===== src/rtl/pid_stat_fifo.sv =====
// First-word-fall-through token FIFO with occupancy count, programmable
// almost-full/almost-empty thresholds and sticky overrun/underrun flags.
module pid_stat_fifo #(
    parameter int WIDTH     = 8,
    parameter int DEPTH     = 8,
    parameter int CNT_BITS  = 4,
    parameter int AF_THRESH = 6,
    parameter int AE_THRESH = 2
) (
    input  logic                clk,
    input  logic                n_rst,
    input  logic                clear,
    input  logic                w_enable,
    input  logic [WIDTH-1:0]    w_data,
    input  logic                r_enable,
    output logic [WIDTH-1:0]    r_data,
    output logic                empty,
    output logic                full,
    output logic                almost_full,
    output logic                almost_empty,
    output logic [CNT_BITS-1:0] count,
    output logic                overrun,
    output logic                underrun
);

    localparam int PTR_BITS = (DEPTH > 1) ? $clog2(DEPTH) : 1;

    logic [WIDTH-1:0]    mem [DEPTH];
    logic [PTR_BITS-1:0] wr_ptr;
    logic [PTR_BITS-1:0] rd_ptr;
    logic [CNT_BITS-1:0] count_q;
    logic                rd_ok;
    logic                wr_ok;

    // Explicit wrap so DEPTH need not be a power of two.
    function automatic logic [PTR_BITS-1:0] ptr_inc(input logic [PTR_BITS-1:0] p);
        return (p == PTR_BITS'(DEPTH - 1)) ? '0 : p + PTR_BITS'(1);
    endfunction

    assign empty        = (count_q == '0);
    assign full         = (count_q == CNT_BITS'(DEPTH));
    assign almost_full  = (count_q >= CNT_BITS'(AF_THRESH));
    assign almost_empty = (count_q <= CNT_BITS'(AE_THRESH));
    assign count        = count_q;

    // A pop frees a slot in the same edge, so a full FIFO can still accept a write.
    assign rd_ok = r_enable && !empty;
    assign wr_ok = w_enable && (!full || rd_ok);

    assign r_data = empty ? '0 : mem[rd_ptr];

    always_ff @(posedge clk) begin
        if (wr_ok && !clear) begin
            mem[wr_ptr] <= w_data;
        end
    end

    always_ff @(posedge clk or negedge n_rst) begin
        if (!n_rst) begin
            wr_ptr   <= '0;
            rd_ptr   <= '0;
            count_q  <= '0;
            overrun  <= 1'b0;
            underrun <= 1'b0;
        end else if (clear) begin
            wr_ptr   <= '0;
            rd_ptr   <= '0;
            count_q  <= '0;
            overrun  <= 1'b0;
            underrun <= 1'b0;
        end else begin
            if (wr_ok) begin
                wr_ptr <= ptr_inc(wr_ptr);
            end
            if (rd_ok) begin
                rd_ptr <= ptr_inc(rd_ptr);
            end
            if (wr_ok && !rd_ok) begin
                count_q <= count_q + CNT_BITS'(1);
            end else if (rd_ok && !wr_ok) begin
                count_q <= count_q - CNT_BITS'(1);
            end
            if (w_enable && !wr_ok) begin
                overrun <= 1'b1;
            end
            if (r_enable && !rd_ok) begin
                underrun <= 1'b1;
            end
        end
    end

endmodule


===== config.mk =====
export PLATFORM = sky130hd
export DESIGN_NAME = pid_stat_fifo
export DESIGN_NICKNAME = d
export VERILOG_FILES = /design/src/rtl/pid_stat_fifo.sv
export SDC_FILE = /design/constraint.sdc
export NUM_CORES = 1
export LEC_CHECK = 0
export CORE_MARGIN = 2
export CORE_UTILIZATION = 30
export CTS_CLUSTER_DIAMETER = 60
export DETAILED_ROUTE_END_ITERATION = 8
export PLACE_DENSITY = 0.55
export SYNTH_ARGS = -nofsm -noshare
export SYNTH_HDL_FRONTEND = slang
export SYNTH_SLANG_ARGS = --single-unit

===== constraint.sdc =====
create_clock -name clk -period 6.9 [get_ports clk]
set_input_delay 1.38 -clock clk [delete_from_list [all_inputs] [get_ports clk]]
set_output_delay 1.38 -clock clk [all_outputs]
set_load 0.02 [all_outputs]

# Yosys cells after proc, flatten, opt, wreduce, memory -nomap -nowiden

Memories as Yosys holds them, arrays and structs flattened.
Index checks and enable logic that the tools add are counted.
W data, S select, Z words.

$add $sub $neg: 4
Magnitude comparators: 2
Equal/unequal tests: 3
Mux-type cells: 16
Reduce and logical (&&, ||, !) cells: 19

Operator list:

| cell                  | count |
|---|---|
| $mux W3               | 6 |
| $mux W4               | 3 |
| $mux W8               | 1 |
| $reduce_bool A2 Y1    | 4 |
| $logic_and A1 B1 Y1   | 7 |
| $add A3 B1 Y3 const B | 2 |
| $eq A3 B3 Y1 const B  | 2 |
| $mux W1               | 6 |
| $logic_not A1 Y1      | 5 |
| $add A4 B1 Y4 const B | 1 |
| $eq A4 B4 Y1 const B  | 1 |
| $ge A4 B3 Y1 const B  | 1 |
| $le A4 B2 Y1 const B  | 1 |
| $logic_not A4 Y1      | 1 |
| $sub A4 B1 Y4 const B | 1 |
| $reduce_bool A3 Y1    | 1 |
| $logic_or A1 B1 Y1    | 1 |

Register bits after elaboration: 12
RAM bits: 64
Input port bits: 13
Output and inout bits: 18
Logic and storage cells: 50
Memories kept: 1

Memories:

| name | words | width | read ports | clocked after Yosys merged registers in | write ports | RTL line | RTL |
|---|---|---|---|---|---|---|---|
| mem  | 8     | 8     | 1          | 0                                       | 1           | 28       | `logic [WIDTH-1:0] mem [DEPTH];` |

# Longest topological paths before layout

Depth in word-level cells: 10
Gate-level depth with buffers: 8
Mapped depth without buffers: 7

# Worst setup path after synthesis

Ideal clock, no wire load.

Path type: input port to flip-flop
Start: in w_enable
End: mem mem[0][0] (enable)
Library setup time: 0.398 ns
Data arrival time: 2.628 ns
Data required time: 6.502 ns
Slack: 3.874 ns
Stages: 3
Path buffers: 1
Path through: buf_2 o21ai_4 nor4b_1

Longest elaborated chain between the ends: 4

RTL lines:

| item                          | RTL line | RTL |
|---|---|---|
| start, declared               | 13       | `input logic w_enable,` |
| $logic_and A1 B1 Y1           | 48       | `assign wr_ok = w_enable && (!full \|\| rd_ok);` |
| $logic_and A1 B1 Y1           | 53       | `if (wr_ok && !clear) begin` |
| $mux W1                       | 53       |  |
| $mux W1 (implied by the code) | 54       | `mem[wr_ptr] <= w_data;` |
| end, declared                 | 28       |  |

Every way passes these cells.

# Worst setup path in the final report

Start: reg rd_ptr[0]
End: out r_data[1]

Longest elaborated chain between the ends: 2

RTL lines:

| item                   | RTL line | RTL |
|---|---|---|
| start, declared        | 30       | `logic [PTR_BITS-1:0] rd_ptr;` |
| start signal, assigned | 76       | `rd_ptr <= ptr_inc(rd_ptr);` |
| $mem_v2 Z8 W8          | --       |  |
| $mux W8                | 50       | `assign r_data = empty ? '0 : mem[rd_ptr];` |
| end, declared          | 16       | `output logic [WIDTH-1:0] r_data,` |

Every way passes these cells.

==> out/metrics.yaml <==
dr.pass1.iters: 4
insertedDiodeCount: 0
synth-seq-cells: 76
crit_path_max_incr_delay_ns: 1.07
worstMarginPinSlew_ns: 1.101
hp-class: "reg -> reg"
clockBufferDepth: 2
synth_common_cells: "edfxtp_1, nor2_1, mux4_2"
htree_levels: 3
cts_resized: 0
dieWidth_um: 108.7
tritoncts: "done"
power.share.switching_pct: 31.38
holdBufCountCts: 0
synth_cell_types: 38
layout_min_cycle_time_ns: 4.175
ys.warnings.count: 0
timing_worst_setup_path_type: "reg -> out"
yosys.area.top_type: "edfxtp_1"
wl_mm: 6.377
cp_slowest_cell: "dfrtp_1"
worst_setup_path_start_kind: "flop"
cp.arrival_ns: 2.80
p_switching_mw: 0.4341
start_util_pct: 30.49
finalSetupTns_ns: 0
yosysTopAreaCellShare_pct: 58.40
num_vias: 1789
cts.sinks: 76
power_frac_comb_pct: 30.6
hold_viol_final: 0
cap_viol_max_count: 0
reg2regPathDepth: 7
vias_per_cell: 4.771
final_layout_size_suffix_gt1_share_pct: 20.43
cts_root_buf: "clkbuf_8"
cts_buffers: 9
synth_edf_count: 64
worst_hold_startpoint: "overrun"
post-place-ws_ns: 3.001
p_int_mw: 0.9493
cp_cell_sequence: "mux4_2 -> mux2i_1 -> nor2_1 -> clkdlybuf4s50_1"
pwr_density_cell_nw_per_um2: 347.3
synth.most_common_cell: "edfxtp_1"
crit_path_max_fanout: 19
drtAntennaViolNets: 0
crit_family: "flip-flops"
slew_headroom_pct: 26.62
min_path_cells: 2
async_reset_ff_share_pct: 15.79
peakVddDrop_mv: 0.1134
dp_hpwl_mm: 3.874
r2r_slack_ns: 4.50
overflow: 0
syn-num-nets: 218
core.rowCount: 38
seqPwrFrac_pct: 42.3
nets: 250
maxSlewViolCount: 0
hold_end: "overrun"
clkTransAtPathRegs_ns: 0.09
period_share_pct: 60.51
syn_area_sq_um: 3291
setup_viol: 0
grt_use_total_pct: 11.99
leakage_nw: 1.324
timing.rr.start: "count[2]"
status: "finished, final reports clean"
core_sq_um: 10790
cts_setup_buffers: 0
fmax_ghz: 0.2395
grt_first_pass_wirelength_mm: 10.15
antenna_found_initial: 0
place_congestion: 0.6916
die_y_um: 108.7
wl_per_cell_um: 17.01
yosys_most_used_dff: "edfxtp_1"
dieArea_sq_um: 11820
grt_pass1_vias: 1758
io_pins: 31
ys_seq_area_share_pct: 67.53
setup_ws_ns: 2.725
portBuffers: 30
areaGrowthSynthToFinish_pct: 21.06
syn_area_per_cell_sq_um: 16.62
initialDrtViolationCount: 97
rsz0062_at_grt: "false"
synth_area_leaders: "edfxtp_1, mux4_2, dfrtp_1, mux2i_1, ha_1"
grt_start_max_net_pins: 20
syn_inst: 198
fin_skew_ns: 0.01301
worst-path-buf-inv: 1
worstSetupEndpointType: "output port"
insertion_delay_ns: 0.35
r2r-end: "count[3]"
clockPowerShare_pct: 27.2
fillerInstances: 1006
cp.required_ns: 5.52
drc_errors: 0
-- layer usage --
metal	track usage [%]	up-vias	routed length [um]
li1	-	830	-
met4	3.297	0	63
met3	4.304	5	354
met5	0	-	0
met1	15.61	908	2831
met2	19.02	46	3127
-- cell usage in the layout (no fill, tap or decap), types with 2 or more instances in the layout --
| cell type | instances |
|---|---|
| dfrtp_1 | 12 |
| nand3b_1 | 2 |
| buf_4 | 4 |
| mux2i_1 | 11 |
| inv_1 | 5 |
| nand2b_1 | 2 |
| or3b_2 | 2 |
| xnor2_1 | 3 |
| nor4_2 | 3 |
| a211oi_1 | 2 |
| nor2_1 | 19 |
| edfxtp_1 | 64 |
| bufinv_16 | 2 |
| inv_6 | 2 |
| mux4_2 | 16 |
| ha_1 | 6 |
| clkdlybuf4s50_1 | 30 |
| nand2_1 | 8 |
| nand3_1 | 3 |
| nor3_2 | 3 |
| clkbuf_8 | 9 |
| a21oi_1 | 7 |
-- state kept, by name, indices dropped and copies added (netlist names) --
signal and count:
count 4, mem 64, overrun 1, rd_ptr 3, underrun 1, wr_ptr 3
-- stage by stage --
step           area, sq um  utilization (%)  power, mW  hold WS [ns]  cells
6_report              3984            36.91      1.383        0.5088    375
3_5_place_dp          3762            34.86      1.028        0.4910    359
3_3_place_gp          3762            34.86      1.021        0.4832    359
2_1_floorplan         3291                -     0.8602        0.5610    198
4_1_cts               3984            36.91      1.401        0.5154    375
5_1_grt               3984            36.91      1.458        0.5503    375
-- power groups by stage --
stage / clock, mW / combinational, mW / sequential (mW)
3_5_place_dp: 0 / 0.430 / 0.598
2_1_floorplan: 0 / 0.300 / 0.560
3_3_place_gp: 0 / 0.425 / 0.596
4_1_cts: 0.383 / 0.431 / 0.587
6_report: 0.376 / 0.423 / 0.585
5_1_grt: 0.403 / 0.461 / 0.595
-- cell families after synthesis --
group | share of synthesized area [%]
muxes | 14.30
and+or+nand+nor | 7.947
xor gates and xnor gates | 0.7986
AOI/OAI and AO/OA | 3.726
DFF | 67.53
adders and majority gates | 2.890
buffers and inverters | 2.813
-- worst register-to-register path: stages (launching register included) --
cell	delay, ns
dfrtp_1	0.51
or4b_4	0.63
nand3_1	0.17
ha_1	0.29
a21oi_1	0.24
a21boi_0	0.15
o21ai_0	0.18
a31oi_1	0.09
-- final cells by class --
class,count,area (sq um),share of cell area (%)
inverters,5,18.77,0.4711
well taps,140,175.2,4.397
multi-input cells,104,1016,25.50
repair buffers,34,330.3,8.291
flip-flops and latches,76,2222,55.78
clock inverters,7,97.59,2.450
clock buffers,9,123.9,3.109
-- how the worst max path moves through the flow --
stage / startpoint / end / slack (ns) / cells past startpoint
after floorplan: w_enable / mem[0][0] / 3.87 / 3
after global placement: rd_ptr[0] / r_data[1] / 3.01 / 4
after detailed placement: rd_ptr[0] / r_data[1] / 3.00 / 4
after CTS: rd_ptr[0] / r_data[1] / 2.63 / 4
after global routing: rd_ptr[0] / r_data[0] / 2.49 / 4
final: rd_ptr[0] / r_data[1] / 2.72 / 4
(Power assumes the default switching activity.)
